===== src/rtl/pipelined_cla_adder.sv =====
// Pipelined carry-lookahead adder/subtractor: one CHUNK-wide lookahead slice per stage, valid/ready with global stall.
// Optional signed-overflow output is enabled by defining PCLA_OVERFLOW_EN.
module pipelined_cla_adder #(
  parameter int unsigned WIDTH  = 64,
  parameter int unsigned STAGES = 4
) (
  input  logic             clk,
  input  logic             rst,
  input  logic             in_valid,
  output logic             in_ready,
  input  logic [WIDTH-1:0] p,
  input  logic [WIDTH-1:0] q,
  input  logic             cin,
  input  logic             sub,
  output logic             out_valid,
  input  logic             out_ready,
  output logic [WIDTH-1:0] result,
  output logic             carry,
  output logic             overflow
);

  localparam int unsigned CHUNK = WIDTH / STAGES;

  // Kogge-Stone prefix over one chunk; returns {carry_out, sum}.
  function automatic logic [CHUNK:0] cla_chunk(input logic [CHUNK-1:0] a,
                                               input logic [CHUNK-1:0] b,
                                               input logic             ci);
    logic [CHUNK-1:0] g;
    logic [CHUNK-1:0] t;
    logic [CHUNK-1:0] gg;
    logic [CHUNK-1:0] pp;
    logic [CHUNK:0]   c;
    g  = a & b;
    t  = a ^ b;
    gg = g;
    pp = t;
    for (int d = 1; d < int'(CHUNK); d = d * 2) begin
      for (int i = int'(CHUNK) - 1; i >= d; i--) begin
        gg[i] = gg[i] | (pp[i] & gg[i-d]);
        pp[i] = pp[i] & pp[i-d];
      end
    end
    c[0] = ci;
    for (int i = 0; i < int'(CHUNK); i++) begin
      c[i+1] = gg[i] | (pp[i] & ci);
    end
    return {c[CHUNK], t ^ c[CHUNK-1:0]};
  endfunction

  logic [WIDTH-1:0] a_q [STAGES];
  logic [WIDTH-1:0] b_q [STAGES];
  logic [WIDTH-1:0] s_q [STAGES+1];
  logic [STAGES:0]  c_q;
  logic [STAGES:0]  v_q;
  logic [CHUNK:0]   chunk_res [STAGES];
  logic             stall;

  assign stall    = v_q[STAGES] & ~out_ready;
  assign in_ready = ~stall;

  // Stage k resolves chunk k-1 from the operands and carry held in stage k-1.
  for (genvar k = 1; k <= int'(STAGES); k++) begin : g_chunk
    assign chunk_res[k-1] = cla_chunk(a_q[k-1][(k-1)*CHUNK +: CHUNK],
                                      b_q[k-1][(k-1)*CHUNK +: CHUNK],
                                      c_q[k-1]);
  end

  always_ff @(posedge clk) begin
    if (rst) begin
      v_q         <= '0;
      s_q[STAGES] <= '0;
      c_q[STAGES] <= 1'b0;
    end else if (!stall) begin
      v_q    <= {v_q[STAGES-1:0], in_valid};
      a_q[0] <= p;
      b_q[0] <= sub ? ~q : q;
      c_q[0] <= sub | cin;
      s_q[0] <= '0;
      for (int k = 1; k <= int'(STAGES); k++) begin
        s_q[k]                       <= s_q[k-1];
        s_q[k][(k-1)*CHUNK +: CHUNK] <= chunk_res[k-1][CHUNK-1:0];
        c_q[k]                       <= chunk_res[k-1][CHUNK];
      end
      for (int k = 1; k < int'(STAGES); k++) begin
        a_q[k] <= a_q[k-1];
        b_q[k] <= b_q[k-1];
      end
    end
  end

  assign out_valid = v_q[STAGES];
  assign result    = s_q[STAGES];
  assign carry     = c_q[STAGES];

`ifdef PCLA_OVERFLOW_EN
  // Operand sign bits stay untouched in the forwarded operands until the last chunk.
  logic ovf_q;
  logic sign_a;
  logic sign_b;
  logic sign_r;
  assign sign_a = a_q[STAGES-1][WIDTH-1];
  assign sign_b = b_q[STAGES-1][WIDTH-1];
  assign sign_r = chunk_res[STAGES-1][CHUNK-1];

  always_ff @(posedge clk) begin
    if (rst) begin
      ovf_q <= 1'b0;
    end else if (!stall) begin
      ovf_q <= (sign_a == sign_b) & (sign_r != sign_a);
    end
  end

  assign overflow = ovf_q;
`else
  assign overflow = 1'b0;
`endif

endmodule


===== config.mk =====
export PLATFORM = sky130hd
export DESIGN_NAME = pipelined_cla_adder
export DESIGN_NICKNAME = d
export VERILOG_FILES = /design/src/rtl/pipelined_cla_adder.sv
export SDC_FILE = /design/constraint.sdc
export NUM_CORES = 1
export LEC_CHECK = 0
export ABC_AREA = 1
export CAP_MARGIN = 30
export CORE_ASPECT_RATIO = 0.5
export CORE_MARGIN = 5
export CORE_UTILIZATION = 45
export CTS_CLUSTER_DIAMETER = 50
export DETAILED_ROUTE_END_ITERATION = 7
export PLACE_DENSITY = 0.65
export REMOVE_ABC_BUFFERS = 1
export SETUP_SLACK_MARGIN = 0.05
export SLEW_MARGIN = 20
export SYNTH_ARGS = -nofsm -noshare
export SYNTH_HDL_FRONTEND = slang
export SYNTH_SLANG_ARGS = --single-unit

===== constraint.sdc =====
create_clock -name clk -period 7.2 [get_ports clk]
set_clock_uncertainty 0.1 [all_clocks]
set_input_delay 0.72 -clock clk [delete_from_list [all_inputs] [get_ports clk]]
set_output_delay 0.72 -clock clk [all_outputs]
set_load 0.02 [all_outputs]

# Word level (Yosys, flattened, before mapping)
# Memories as Yosys holds them, arrays and structs flattened.
# Index checks and enable logic that the tools add are counted.
# op_classes
mux	11
bitwise	739
n_reduce_logical	1
# ops
op	count
$and A1 B1 Y1	457
$or A1 B1 Y1	266
$mux W64	2
$xor A16 B16 Y16	8
$and A16 B16 Y16	4
$mux W16	4
$not A64 Y64	1
$mux W1	5
$not A1 Y1	3
$reduce_and A2 Y1	1
# word_totals
register_bits	10
ram_bits	832
inputBits	134
memories	3
# mem_list
memory	words	width	read_ports	rd_ports_with_merged_regs	write_ports	line	rtl
s_q	5	64	5	0	5	52	logic [WIDTH-1:0] s_q [STAGES+1];
a_q	4	64	4	0	4	50	logic [WIDTH-1:0] a_q [STAGES];
b_q	4	64	4	0	4	51	logic [WIDTH-1:0] b_q [STAGES];

# Depth between registers and ports, before layout
# Gate-level depths: netlist of run 1.
# An unclocked memory read counts as a cell.
# logic_depth
word_depth	12
depth_mapped	11

# Worst setup path before layout of run 1
# OpenSTA, ideal clock, no wires.
# synth_timing
path_kind	in2reg
startpoint	in out_ready
endpoint	mem a_q[0][0] (enable)
setup_ns	0.441
t_arrival_ns	2.787
setup_slack_ns	3.872
path_stages	3
n_path_buf	1
cell_sequence	nor2_1 > nor2_2 > clkbuf_8
# synth_rtl
element	line	rtl
from (decl)	16	input logic out_ready,
to (decl)	50	

# Worst setup path after layout of run 1
# layout_timing
startpoint	in out_ready
endpoint	out in_ready
# layout_via
elab_chain_cells	3
# layout_lines
element	line	rtl
$not A1 Y1	58	assign stall = v_q[STAGES] & ~out_ready;
$and A1 B1 Y1	58	
$not A1 Y1 (no line)	--	
to (decl)	10	output logic in_ready,
# No other way between the ends.

==> summary.md, run 1 <==
| Metric | Value |
|---|---|
| Worst-path clk slew | around 0.060 ns |
| Cell area after synthesis | between 0.02 and 0.025 mm2 |
| Final Total Pwr | approximately 6.6 mW |
| Layout cells sized above 1 | 0.0677 |
| Yosys warnings | 0 |
| Routed Antenna Nets | 0 |
| Critical Path Sink Type | primary output |
| Gr usage total | 0.139 |
| Number of synthesized flops with an enable pin | around 480 |
| Req. time, crit path | approximately 6.4 ns |
| Fin cells | roughly 2,300 |
| First-pass GRT wire length | approximately 54,000 um |
| Die area | around 0.050 mm2 |
| # rows | 55 |
| Clock sink count | 490 |
| Commonest non-fill, non-tap cell in the layout | edfxtp_1 |
| VDD IR-drop max | 0.192 mV |
| R2r setup slk | around 4.7 ns |
| Syn_area_per_cell | between 10 and 15 um2 |
| Core Region | ~0.045 mm2 |
| Fin nets | approximately 1,900 |
| Drc violations | 0 |
| TritonCTS clock tree | yes |
| Slew Limit Fails | 0 |
| Crit share post-route | 0.398 |
| Largest net degree at the start of global routing | about 180 |
| Vias in the first global route | 10,553 |
| Worst Tran Pin Value | 0.958 ns |
| Cts bufs inserted | 45 |
| P&R area growth vs syn | 18.7% |
| Die W | between 300 and 400 um |
| Initial antenna violation count | 1 |
| PD cells | roughly 270 mW/mm2 |
| Finish-stage setup viols | 0 |
| GR Overflow Total | 0 |
| Avg WL per Cell | ~15 um |
| Status | completed |
| Post-CTS Hold Buffers | 0 |
| Hold Vio Cnt, Final | 0 |
| Post-CTS Resized | 0 |
| Worst-skew pair later-pin latency | ~0.57 ns |
| Cells after DPL | between 2,000 and 2,500 |
| Minimum clock period | roughly 2.9 ns |
| Post-synthesis sequential area ratio | 0.723 |
| Die height | between 150 and 200 um |
| WL final | approximately 34,000 um |
| Most frequent cells in the layout | edfxtp_1, nand2_1, clkdlybuf4s50_1 |
| Arrival time worst endpoint | about 2 ns |
| Starting density of the core | 0.452 |
| Most used DFF post-synth | edfxtp_1 |
| RSZ-0062 raised after global routing | no |
| Max Freq | about 350 MHz |
| Clock root cell | clkbuf_16 |
| Setup_tns | 0 ns |
| I/O pin count | between 200 and 250 |
| Slew HR | 0.361 |
| Initial DRC count | roughly 670 |
| Setup crit start kind | primary input |
| FF-to-FF path depth | 6 |
| H-tree level count | 2 |
| Longest Clk Path Bufs | 3 |
| Worst hold path depth | 0 |
| Lkg Pwr | about 9.5 nW |
| Min-Delay Path Class | register to register |
| Routed vias/inst | 4.63 |
| RR Endpoint | a_q[1][40] |
| Via count | 10,707 |
| Hold endpoint | s_q[0][212] |
| Netlist cell types | 35 |
| Routability cong. | 0.828 |
| R2r startpoint | v_q[4] |
| Yosys reg bits | 490 |
| FFs w/ async S/R, synth | 0 |
| Mapped Cells | around 1,500 |
| Max-Cap Viols | 0 |
| Hold Path Origin | s_q[0][148] |
| CP Class | primary input to primary output |
| Buffers on Ports | 200 |
| CP Max Fanout | 3 |
| Initial DRT Pass Iterations | 6 |
| DP HPWL | about 24,000 um |
| Post-CTS Setup Repair Bufs | 0 |
[Yosys cell counts (2+ instances only)]
cell      instances  area (um2)
nor2_1          120         450
nor2_2           11        68.8
nor3_1            8        40.0
o21ai_1           5        25.0
o22ai_1           3        18.8
buf_2            12        60.1
dfxtp_1           6         120
fa_1              4        80.1
buf_4            65         488
o21a_1            3        22.5
nand3b_1          3        22.5
nand2_1         241         905
nand4_1          17         106
a21oi_1          72         360
a21o_1            3        22.5
nand3_1          64         320
xor2_1           86         753
o21bai_1          8        60.1
inv_1           163         612
inv_2             7        26.3
o21ai_0          19        95.1
nand3_2           5        50.1
edfxtp_1        484       14500
o21ai_2           3        26.3
a21oi_2           2        17.5
nor2_4            2        22.5
nand2_2           8        50.1
xnor2_1           5        43.8
ha_1             64         801
and2_1            5        31.3
[sequential cells by signal (all words and copies together), names as in the netlist]
name,count
c_q,5
a_q,160
s_q,160
b_q,160
v_q,5
[cells by family after synthesis]
logic type               after synthesis  synth area share
other                                  1          0.000185
flip-flops                           490             0.723
adder cells (fa/ha/maj)               68            0.0435
XOR/XNOR                              91            0.0393
AND/OR/NAND/NOR                      486             0.103
buffers and inverters                249            0.0594
AO/OA/AOI/OAI                        118            0.0320
[per-stage QoR]
stage	utilization	hold WS [ns]	cell area, um2	setup WS, ns
after floorplan	-	0.300	19700	-9.31
after global routing	0.536	0.311	24000	4.28
after detailed placement	0.502	0.305	22500	3.60
after global placement	0.502	0.301	22500	3.61
final	0.536	0.309	24000	4.33
after CTS	0.535	0.300	24000	4.20
[worst max-delay path, stage by stage]
cell,delay [ns]
clkdlybuf4s50_1,0.40
nor2_1,0.25
inv_1,0.12
clkdlybuf4s50_1,0.55
[layout make-up]
cell class,count,area (um2)
antenna,1,2.50
clock inverter,28,295
fill,3758,20800
timing repair buffer,208,2140
multi-input combinational,764,4410
clock buffer,53,1160
sequential,490,14700
inverter,171,642
tap,598,748
[where the power goes]
| part | internal, mW | switching [mW] | leakage (nW) | total (mW) |
|---|---|---|---|---|
| Sequential | 3.43 | 0.0655 | 4.90 | 3.49 |
| Clock | 1.28 | 1.05 | 0.707 | 2.34 |
| Combinational | 0.299 | 0.430 | 3.91 | 0.729 |
[routing by layer]
metal	routed length, um	track usage	vias up	share of wire
li1	-	-	5474	-
met1	14200	0.168	5020	0.41
met2	18000	0.252	158	0.52
met3	1340	0.0292	55	0.039
met4	837	0.0394	0	0.024
met5	0	0	-	0
[how the worst max path moves through the flow]
stage	slack, ns	end	start	depth (start not counted)
after global routing	4.28	in_ready	out_ready	4
after CTS	4.20	b_q[0][34]	rst	4
final	4.33	in_ready	out_ready	4
after global placement	3.61	b_q[0][46]	rst	4
after detailed placement	3.60	b_q[0][46]	rst	4
after floorplan	-9.31	v_q[1]	out_ready	4
No activity file was read; power rests on OpenSTA's default activity.
==> inputs of run 2 (changes only) <==
==> constraint.sdc (replaced) <==
create_clock -name clk -period 2.9 [get_ports clk]
set_clock_uncertainty 0.1 [all_clocks]
set_input_delay 0.29 -clock clk [delete_from_list [all_inputs] [get_ports clk]]
set_output_delay 0.29 -clock clk [all_outputs]
set_load 0.02 [all_outputs]
==> run 2 against run 1 <==
Setup slack worse by 3.6 ns; core utilization is 0.13 points higher; worst hold slack worse by 0.14 ns; combinational power is 150% higher; die area stayed put; global-route usage hardly changed; clock power is 150% higher; via count is 0.15% higher; cell count is 0.17% higher; clock-buffer cell count is 4 higher.
==> summary.md, run 2 (synthesis gave the netlist of run 1 again) <==
| Metric | Value |
|---|---|
| Status | completed |
| Critical Path Sink Type | primary output |
| Commonest non-fill, non-tap cell in the layout | edfxtp_1 |
| Clock sink count | ~500 |
| Crit-path leading delay family | buffers and inverters |
| H-tree level count | 2 |
| # rows | between 50 and 60 |
| Max-Cap Viols | 0 |
| P&R area growth vs syn | 18.9% |
| Crit share post-route | 0.751 |
| Worst Path Buf+Inv | 3 |
| Min-Delay Path Class | primary input to register |
| PD cells | around 680 mW/mm2 |
| Gr usage total | 0.139 |
| RSZ-0062 raised after global routing | no |
| Worst hold path depth | 2 |
| Cts bufs inserted | 44 |
| CP Class | register to primary output |
| VDD IR-drop max | about 0.39 mV |
| Starting density of the core | 0.452 |
| Hold endpoint | b_q[0][1] |
| Arrival time worst endpoint | around 1.8 ns |
| Placed cell areas | 0.0227 mm2 |
| Sequential share of power | 0.531 |
| Final worst setup slack | 0.722 ns |
| Post-CTS Hold Buffers | 0 |
| Drc violations | 0 |
| Max Freq | between 400 and 500 MHz |
| Final Cell Area | ~0.024 mm2 |
| Antenna diodes | 0 |
| Post-CTS Setup Repair Bufs | 0 |
| Leading registers by flop count | a_q (160), b_q (160), s_q (160) |
| Sw frac | 0.232 |
| TritonCTS clock tree | yes |
| Avg WL per Cell | around 15 um |
| Die height | ~160 um |
| Fill cells | between 3,000 and 4,000 |
| Hold Path Origin | sub |
| Clock root cell | clkbuf_16 |
| Via count | 10,723 |
| Area of the multi-input gates | 0.00441 mm2 |
| Hold Vio Cnt, Final | 0 |
| Worst-skew pair later-pin latency | 0.55 ns |
| Initial antenna violation count | 0 |
| WL final | about 34,000 um |
| Worst-path clk slew | around 0.070 ns |
| Longest Clk Path Bufs | 3 |
| Slowest cell delay on critical path | roughly 0.55 ns |
| Cell internal power dissipation | ~13 mW |
| Post-CTS Resized | 0 |
| GR Overflow Total | 0 |
| Lkg Pwr | about 9.5 nW |
| DP HPWL | around 25,000 um |
| Req. time, crit path | 2.51 ns |
| Slew HR | 0.635 |
| Vias in the first global route | between 10,000 and 15,000 |
| Pre-CTS WS | ~0.63 ns |
| First-pass GRT wire length | approximately 55,000 um |
| CP cell instances | inv_1, nor2_1, inv_1, clkdlybuf4s50_1 |
| Largest net degree at the start of global routing | ~110 |
| CP Max Fanout | 3 |
| Crit-path most repeated cell | inv_1 |
| Routed Antenna Nets | 0 |
| Finish-stage setup viols | 0 |
| Clock network fraction of total power | 0.357 |
| Register area | ~0.015 mm2 |
| Most frequent cells in the layout | edfxtp_1, nand2_1, clkdlybuf4s50_1 |
| Initial DRC count | around 640 |
| Routed vias/inst | roughly 4.6 |
| Fin nets | 1,886 |
| Layout cells sized above 1 | 0.0710 |
| Slew Limit Fails | 0 |
| Gate power share | 0.112 |
| Crit path max-delay cell type | clkdlybuf4s50_1 |
| Die W | a little over 300 um |
| Buffers on Ports | 200 |
| RR Endpoint | c_q[3] |
| Minimum clock period | 2.18 ns |
| Routability cong. | between 0.8 and 0.9 |
| Core Region | between 0.04 and 0.05 mm2 |
| FF-to-FF path depth | 7 |
| P_sw | between 3 and 4 mW |
| Worst Tran Pin Value | 0.547 ns |
| Initial DRT Pass Iterations | 4 |
| Final core occ | 0.537 |
| R2r startpoint | a_q[2][37] |
| I/O pin count | ~200 |
| Setup crit start kind | register |
| Fin cells | ~2,300 |
| Die area | around 0.050 mm2 |
| R2r setup slk | a little over 0.9 ns |
| Cells after DPL | about 2,200 |
==> run 2: cell count changes in the layout (fill, tap and decap cells not counted) <==
cell	previous run	this run
clkinv_8	1	0
buf_16	2	0
inv_16	1	2
clkbuf_1	8	11
diode_2	1	0
clkinv_16	1	0
clkinv_2	6	9
clkinvlp_4	1	4
bufinv_16	3	4
buf_12	3	8
buf_4	4	6
clkbuf_8	0	1
clkinv_1	7	3
inv_6	6	0
==> run 2: metal layers <==
layer	track usage	part of all wire	vias to the layer above
met5	0	0	-
met4	0.0348	0.018	0
met3	0.0272	0.033	51
met2	0.250	0.53	135
met1	0.174	0.42	5041
li1	-	-	5496
==> run 2: how the worst max path moves through the flow <==
stage	startpoint	to	slack, ns	cells after the start
after floorplan	v_q[4]	v_q[1]	-13.31	5
after global placement	out_ready	s_q[0][256]	0.68	6
after detailed placement	out_ready	s_q[0][267]	0.63	6
after CTS	v_q[4]	in_ready	0.69	4
after global routing	v_q[4]	in_ready	0.60	4
final	v_q[4]	in_ready	0.72	4
==> run 2: final cells by class <==
| class | instances | share of cell area |
|---|---|---|
| Clock inverter | 24 | 0.0112 |
| Timing Repair Buffer | 213 | 0.0911 |
| Clock buffer | 57 | 0.0490 |
| Multi-Input combinational cell | 764 | 0.183 |
| Sequential cell | 490 | 0.608 |
| Inverter | 171 | 0.0266 |
| Tap cell | 598 | 0.0310 |
==> run 2: worst register-to-register path, stage by stage, from the launching register on <==
cell	delay (ns)
edfxtp_1	0.36
ha_1	0.37
a21oi_1	0.31
o21ai_0	0.15
a21oi_1	0.20
nand3_1	0.12
nand2_1	0.07
nand2_1	0.05
==> run 2: stage by stage <==
step                      power (mW)  setup TNS [ns]  hold WS [ns]
final                           16.3               0         0.166
after global routing            17.1               0         0.147
after floorplan                 10.0        -4787.80         0.259
after detailed placement        10.7               0         0.305
after global placement          10.6               0         0.300
after CTS                       16.5               0         0.149
==> run 2: power by group through the flow <==
| stage | Clock [mW] | Sequential (mW) | Combinational (mW) |
|---|---|---|---|
| finish | 5.83 | 8.67 | 1.82 |
| global route | 6.34 | 8.73 | 2.04 |
| CTS | 5.99 | 8.68 | 1.85 |
| detailed placement | 0 | 8.84 | 1.84 |
| global placement | 0 | 8.82 | 1.82 |
| floorplan | 0 | 9.00 | 0.998 |
